**src/rtl/period_finder_seq.sv**
```systemverilog
// Multiplicative-order finder: smallest r>=1 with base^r == 1 (mod modulus),
// using a shared bit-serial shift-add modular multiplier and valid/ready handshakes.
module period_finder_seq #(
  parameter int unsigned WIDTH      = 8,
  parameter int unsigned MAX_PERIOD = (1 << WIDTH) - 1
) (
  input  logic             clk,
  input  logic             reset,
  input  logic             start_valid,
  output logic             start_ready,
  input  logic [WIDTH-1:0] modulus,
  input  logic [WIDTH-1:0] base,
  input  logic             abort,
  output logic             result_valid,
  input  logic             result_ready,
  output logic [WIDTH-1:0] period,
  output logic [1:0]       status,
  output logic [WIDTH-1:0] mu_counter
);

  localparam int unsigned CNT_W = $clog2(WIDTH);
  localparam logic [CNT_W-1:0] LAST_BIT = CNT_W'(WIDTH - 1);
  localparam logic [WIDTH-1:0] MAX_R    = WIDTH'(MAX_PERIOD);
  localparam logic [WIDTH-1:0] ONE      = WIDTH'(1);
  localparam logic [WIDTH-1:0] ALL_ONES = '1;

  localparam logic [1:0] ST_OK          = 2'd0;
  localparam logic [1:0] ST_BAD_MOD     = 2'd1;
  localparam logic [1:0] ST_NOT_COPRIME = 2'd2;
  localparam logic [1:0] ST_NO_PERIOD   = 2'd3;

  typedef enum logic [2:0] {
    S_IDLE,
    S_REDUCE,
    S_CHECK,
    S_MUL,
    S_DONE
  } state_e;

  state_e           state_q, state_d;
  logic [WIDTH-1:0] m_q, m_d;
  logic [WIDTH-1:0] mcand_q, mcand_d;
  logic [WIDTH-1:0] mplier_q, mplier_d;
  logic [WIDTH-1:0] prod_q, prod_d;
  logic [CNT_W-1:0] cnt_q, cnt_d;
  logic [WIDTH-1:0] acc_q, acc_d;
  logic [WIDTH-1:0] r_q, r_d;
  logic [WIDTH-1:0] mu_q, mu_d;
  logic [WIDTH-1:0] period_q, period_d;
  logic [1:0]       status_q, status_d;
  logic             valid_q, valid_d;
  logic             ready_q, ready_d;

  logic [WIDTH:0]   m_ext;
  logic [WIDTH:0]   t_dbl;
  logic [WIDTH:0]   t_red;
  logic [WIDTH:0]   t_add;
  logic [WIDTH-1:0] step_res;

  // One MSB-first shift-add step: prod = 2*prod (+ mcand) mod m, operands kept below m
  always_comb begin
    m_ext    = {1'b0, m_q};
    t_dbl    = {prod_q, 1'b0};
    t_red    = (t_dbl >= m_ext) ? (t_dbl - m_ext) : t_dbl;
    t_add    = mplier_q[WIDTH-1] ? (t_red + {1'b0, mcand_q}) : t_red;
    step_res = WIDTH'((t_add >= m_ext) ? (t_add - m_ext) : t_add);
  end

  always_comb begin
    state_d  = state_q;
    m_d      = m_q;
    mcand_d  = mcand_q;
    mplier_d = mplier_q;
    prod_d   = prod_q;
    cnt_d    = cnt_q;
    acc_d    = acc_q;
    r_d      = r_q;
    mu_d     = mu_q;
    period_d = period_q;
    status_d = status_q;
    valid_d  = valid_q;

    if (state_q != S_IDLE && abort) begin
      state_d = S_IDLE;
      valid_d = 1'b0;
    end else begin
      unique case (state_q)
        S_IDLE: begin
          if (start_valid && !abort) begin
            m_d      = modulus;
            mu_d     = '0;
            period_d = '0;
            status_d = ST_OK;
            mcand_d  = ONE;
            mplier_d = base;
            prod_d   = '0;
            cnt_d    = '0;
            if (modulus < WIDTH'(2)) begin
              // Result is presented one cycle later from DONE
              state_d  = S_DONE;
              status_d = ST_BAD_MOD;
            end else begin
              state_d = S_REDUCE;
            end
          end
        end

        S_REDUCE: begin
          prod_d   = step_res;
          mplier_d = mplier_q << 1;
          cnt_d    = cnt_q + CNT_W'(1);
          if (cnt_q == LAST_BIT) begin
            mcand_d = step_res;
            acc_d   = step_res;
            r_d     = ONE;
            state_d = S_CHECK;
          end
        end

        S_CHECK: begin
          if (acc_q == ONE) begin
            state_d  = S_DONE;
            status_d = ST_OK;
            period_d = r_q;
            valid_d  = 1'b1;
          end else if (acc_q == '0) begin
            state_d  = S_DONE;
            status_d = ST_NOT_COPRIME;
            valid_d  = 1'b1;
          end else if (r_q == MAX_R) begin
            state_d  = S_DONE;
            status_d = ST_NO_PERIOD;
            valid_d  = 1'b1;
          end else begin
            state_d  = S_MUL;
            prod_d   = '0;
            mplier_d = acc_q;
            cnt_d    = '0;
          end
        end

        S_MUL: begin
          prod_d   = step_res;
          mplier_d = mplier_q << 1;
          cnt_d    = cnt_q + CNT_W'(1);
          if (cnt_q == LAST_BIT) begin
            acc_d   = step_res;
            r_d     = r_q + ONE;
            mu_d    = (mu_q == ALL_ONES) ? mu_q : (mu_q + ONE);
            state_d = S_CHECK;
          end
        end

        S_DONE: begin
          if (valid_q && result_ready) begin
            state_d = S_IDLE;
            valid_d = 1'b0;
          end else begin
            valid_d = 1'b1;
          end
        end

        default: begin
          state_d = S_IDLE;
          valid_d = 1'b0;
        end
      endcase
    end

    ready_d = (state_d == S_IDLE);
  end

  always_ff @(posedge clk) begin
    if (reset) begin
      state_q  <= S_IDLE;
      m_q      <= '0;
      mcand_q  <= '0;
      mplier_q <= '0;
      prod_q   <= '0;
      cnt_q    <= '0;
      acc_q    <= '0;
      r_q      <= '0;
      mu_q     <= '0;
      period_q <= '0;
      status_q <= ST_OK;
      valid_q  <= 1'b0;
      ready_q  <= 1'b1;
    end else begin
      state_q  <= state_d;
      m_q      <= m_d;
      mcand_q  <= mcand_d;
      mplier_q <= mplier_d;
      prod_q   <= prod_d;
      cnt_q    <= cnt_d;
      acc_q    <= acc_d;
      r_q      <= r_d;
      mu_q     <= mu_d;
      period_q <= period_d;
      status_q <= status_d;
      valid_q  <= valid_d;
      ready_q  <= ready_d;
    end
  end

  assign start_ready  = ready_q;
  assign result_valid = valid_q;
  assign period       = period_q;
  assign status       = status_q;
  assign mu_counter   = mu_q;

endmodule

```
**config.mk**
```make
export PLATFORM = sky130hd
export DESIGN_NAME = period_finder_seq
export DESIGN_NICKNAME = d
export VERILOG_FILES = /design/src/rtl/period_finder_seq.sv
export SDC_FILE = /design/constraint.sdc
export NUM_CORES = 1
export LEC_CHECK = 0
export CAP_MARGIN = 25
export CORE_ASPECT_RATIO = 2
export CORE_MARGIN = 2
export CORE_UTILIZATION = 40
export DETAILED_ROUTE_END_ITERATION = 6
export GPL_ROUTABILITY_DRIVEN = 0
export PLACE_DENSITY_LB_ADDON = 0.1
export SYNTH_ARGS = -nofsm -noshare
export SYNTH_HDL_FRONTEND = slang
export SYNTH_SLANG_ARGS = --single-unit
```
**constraint.sdc**
```tcl
create_clock -name clk -period 4.9 [get_ports clk]
set_input_delay 0.49 -clock clk [delete_from_list [all_inputs] [get_ports clk]]
set_output_delay 0.49 -clock clk [all_outputs]
set_load 0.005 [all_outputs]
```
==> reports/metrics.yaml <==
status: "finished clean"
cts_buffers: 9
fillCellCount: 1009
setup_viol: 0
worstPathRequired_ns: 5.13
final_cell_area_um2: 6170
cp_top_family: "compound AO/OA/AOI/OAI gates"
fp.dieW_um: 78.60
worstPathArrival_ns: 5.13
syn_inst: 537
num_vias: 4404
antenna_found_initial: 0
die_h_um: 153.2
slowest_delay_ns: 0.40
grt_pass1_vias: 4583
ant_nets: 0
layoutNonFillerInstCount: 778
hold_path.class: "register to register"
ys_ff_latch: 74
htree_levels: 3
worst_pin_slew_ns: 0.8844
cts_tree: "done"
start_util: 0.4092
seq_area_um2: 1489
drc: 0
end_kind: "register"
ys_async_sr_fraction: 0
period_needed_ns: 4.898
yosys_warnings: 0
path_buf_inv: 2
die-area_um2: 12040
ctsHoldBuffers: 0
area_growth_syn_to_layout_pct: 38.59
grt_usage: 0.2508
synth-main-ff-cell: "dfxtp_1"
ir_drop_mv: 0.3091
fin_nets: 686
dp_slack_ns: -0.2821
finalWorstSetupSlack_ns: 0.001989
syn-num-nets: 590
clockRootBuffer: "clkbuf_16"
fp-row-count: 54
antenna_cells: 0
wirelength_mm: 14.95
path_class: "register to register"
slew_viol_final: 0
routedWlPerCell_um: 19.22
clk_pin_slew_ns: 0.06
synth_cell_types: 60
grt_max_degree: 42
p_leak_nw: 2.347
ios: 41
first_iter_violations: 110
worst_hold_slack_ns: 0.4537
clock_skew_ns: 0.008052
drive_gt1_frac: 0.2524
clock_path_buffers: 2
core_area_um2: 10880
vias_per_cell: 5.661
hpwl_mm: 11.35
post-route-util: 0.5672
grt_pass1_wl_mm: 23.04
max_clock_freq_mhz: 204.2
grt-ovfl-total: 0
cp-start-kind: "register"
clk_latency_ns: 0.34
clock_sinks: 74
syn_avg_cell_area_um2: 8.290
synth_area_um2: 4452
crit_slowest_cell: "or3_4"
dp.cells: 747
critical_path.max_fanout: 5
slew_headroom: 0.4011
rsz0062_at_grt: "true"
hold_viol: 0
port_buffers: 40
path_cells: "inv_2 -> ha_4 -> nor2b_4 -> o31ai_4 -> a31oi_4 -> o32ai_4 -> buf_6 -> mux2_4 -> ha_4 -> nand3_2 -> o211ai_1 -> nor2_1 -> xnor2_1 -> mux2_4 -> ha_4 -> o21ai_2 -> a21oi_2 -> or3_4 -> a211oi_4 -> o21ai_4 -> mux2_4 -> a22o_1"
synth-seq-area-share: 0.3328
maxCapViolations: 0
place_area_um2: 5339
finalCritPeriodShare: 0.9996
p_per_area_nw_per_um2: 499.8
dr.pass1.iters: 4
synth_edf_count: 0
multi_input_area_um2: 3253
Yosys cell counts (6+ instances only):
cell type / number / area [um^2]
a211oi_1: 13 / 97.59
a21oi_1: 44 / 220.2
a22o_1: 7 / 61.31
and3_1: 7 / 43.79
clkbuf_1: 18 / 67.56
dfxtp_1: 74 / 1481
ha_1: 29 / 362.9
inv_1: 18 / 67.56
mux2_2: 10 / 112.6
nand2_1: 58 / 217.7
nand3_1: 22 / 110.1
nand4_1: 6 / 37.54
nor2_1: 61 / 229.0
nor2b_1: 16 / 100.1
nor3_1: 12 / 60.06
o21a_1: 7 / 52.55
o21ai_0: 29 / 145.1
xnor2_1: 12 / 105.1
xor2_1: 10 / 87.58
metal layers:
| layer | routed length, um | global-route usage | share of wire | vias to the layer above |
|---|---|---|---|---|
| met5 | 0 | 0 | 0 | - |
| met4 | 1184 | 0.1880 | 0.079 | 0 |
| met3 | 347 | 0.03896 | 0.023 | 52 |
| met2 | 8418 | 0.4839 | 0.56 | 104 |
| met1 | 5004 | 0.2208 | 0.33 | 2109 |
| li1 | - | - | - | 2139 |
worst min-delay path, cell delays in order, from the launching register on:
cell and delay (ns):
dfxtp_1 0.31, nand2_1 0.05, a21oi_1 0.05
kinds of logic after synthesis:
family / synth area share
simple gates: 0.2189
buf+inv: 0.03232
mux: 0.05003
xor+xnor: 0.04328
compound gates: 0.2277
flops: 0.3328
fa+ha+maj: 0.09500
where the power goes:
part	switching [W]	internal [W]
Sequential	0.0000273	0.000621
Clock	0.000266	0.000397
Combinational	0.000851	0.000921
Total	0.00114	0.00194
what timing repair did:
action,4_1_cts,5_1_grt
gates cloned,1,0
setup buffers,9,6
setup endpoints to repair,24,24
resized for setup,35,42
pin swaps,11,26
per-stage QoR:
step                      power (W)  TNS, ns
final                      0.003084        0
after global routing       0.003233  -0.8207
after CTS                  0.002907        0
after detailed placement   0.002016   -5.225
after global placement     0.001995   -2.559
after floorplan            0.001491        0
registers in the layout, summed over array words and instances, names as in the netlist:
signal,count
acc_q,8
state_q,3
prod_q,8
mcand_q,8
status,2
result_valid,1
mplier_q,8
cnt_q,3
r_q,8
start_ready,1
m_q,8
period,8
mu_counter,8
cell type report:
type,count,area share
clock inverter,7,0.01237
inverter,18,0.01095
tap,140,0.02839
sequential,74,0.2413
timing repair buffer,104,0.1432
multi-input combinational,426,0.5273
clock buffer,9,0.03650
placed cells by master (no fill, tap or decap), types with 4 or more instances in the layout:
| master | instances |
|---|---|
| nor2_1 | 57 |
| ha_1 | 11 |
| a221oi_1 | 5 |
| clkdlybuf4s50_1 | 39 |
| ha_4 | 16 |
| nor3_1 | 12 |
| mux2i_1 | 5 |
| a211oi_1 | 9 |
| a22oi_1 | 4 |
| nor4_1 | 4 |
| a21oi_1 | 39 |
| o21ai_0 | 24 |
| nand2_1 | 57 |
| o21ai_2 | 5 |
| inv_2 | 5 |
| a211oi_2 | 5 |
| buf_4 | 62 |
| nor2b_1 | 14 |
| o21a_1 | 7 |
| and3_1 | 7 |
| xor2_1 | 10 |
| inv_1 | 13 |
| nand3_1 | 20 |
| a21oi_2 | 4 |
| nor2_2 | 4 |
| mux2_4 | 12 |
| nand4_1 | 6 |
| a22o_1 | 7 |
| clkbuf_16 | 9 |
| dfxtp_1 | 70 |
| xnor2_1 | 12 |
worst paths after layout:
check	startpoint	end	slack, ns	cells after the start
worst max-delay path	m_q[1]	prod_q[2]	0.002	22
worst min-delay path	period[5]	period[5]	0.45	2
worst max register to register	m_q[1]	prod_q[2]	0.002	22
worst min register to register	period[5]	period[5]	0.45	2
Power figures use the tool's default switching activity.
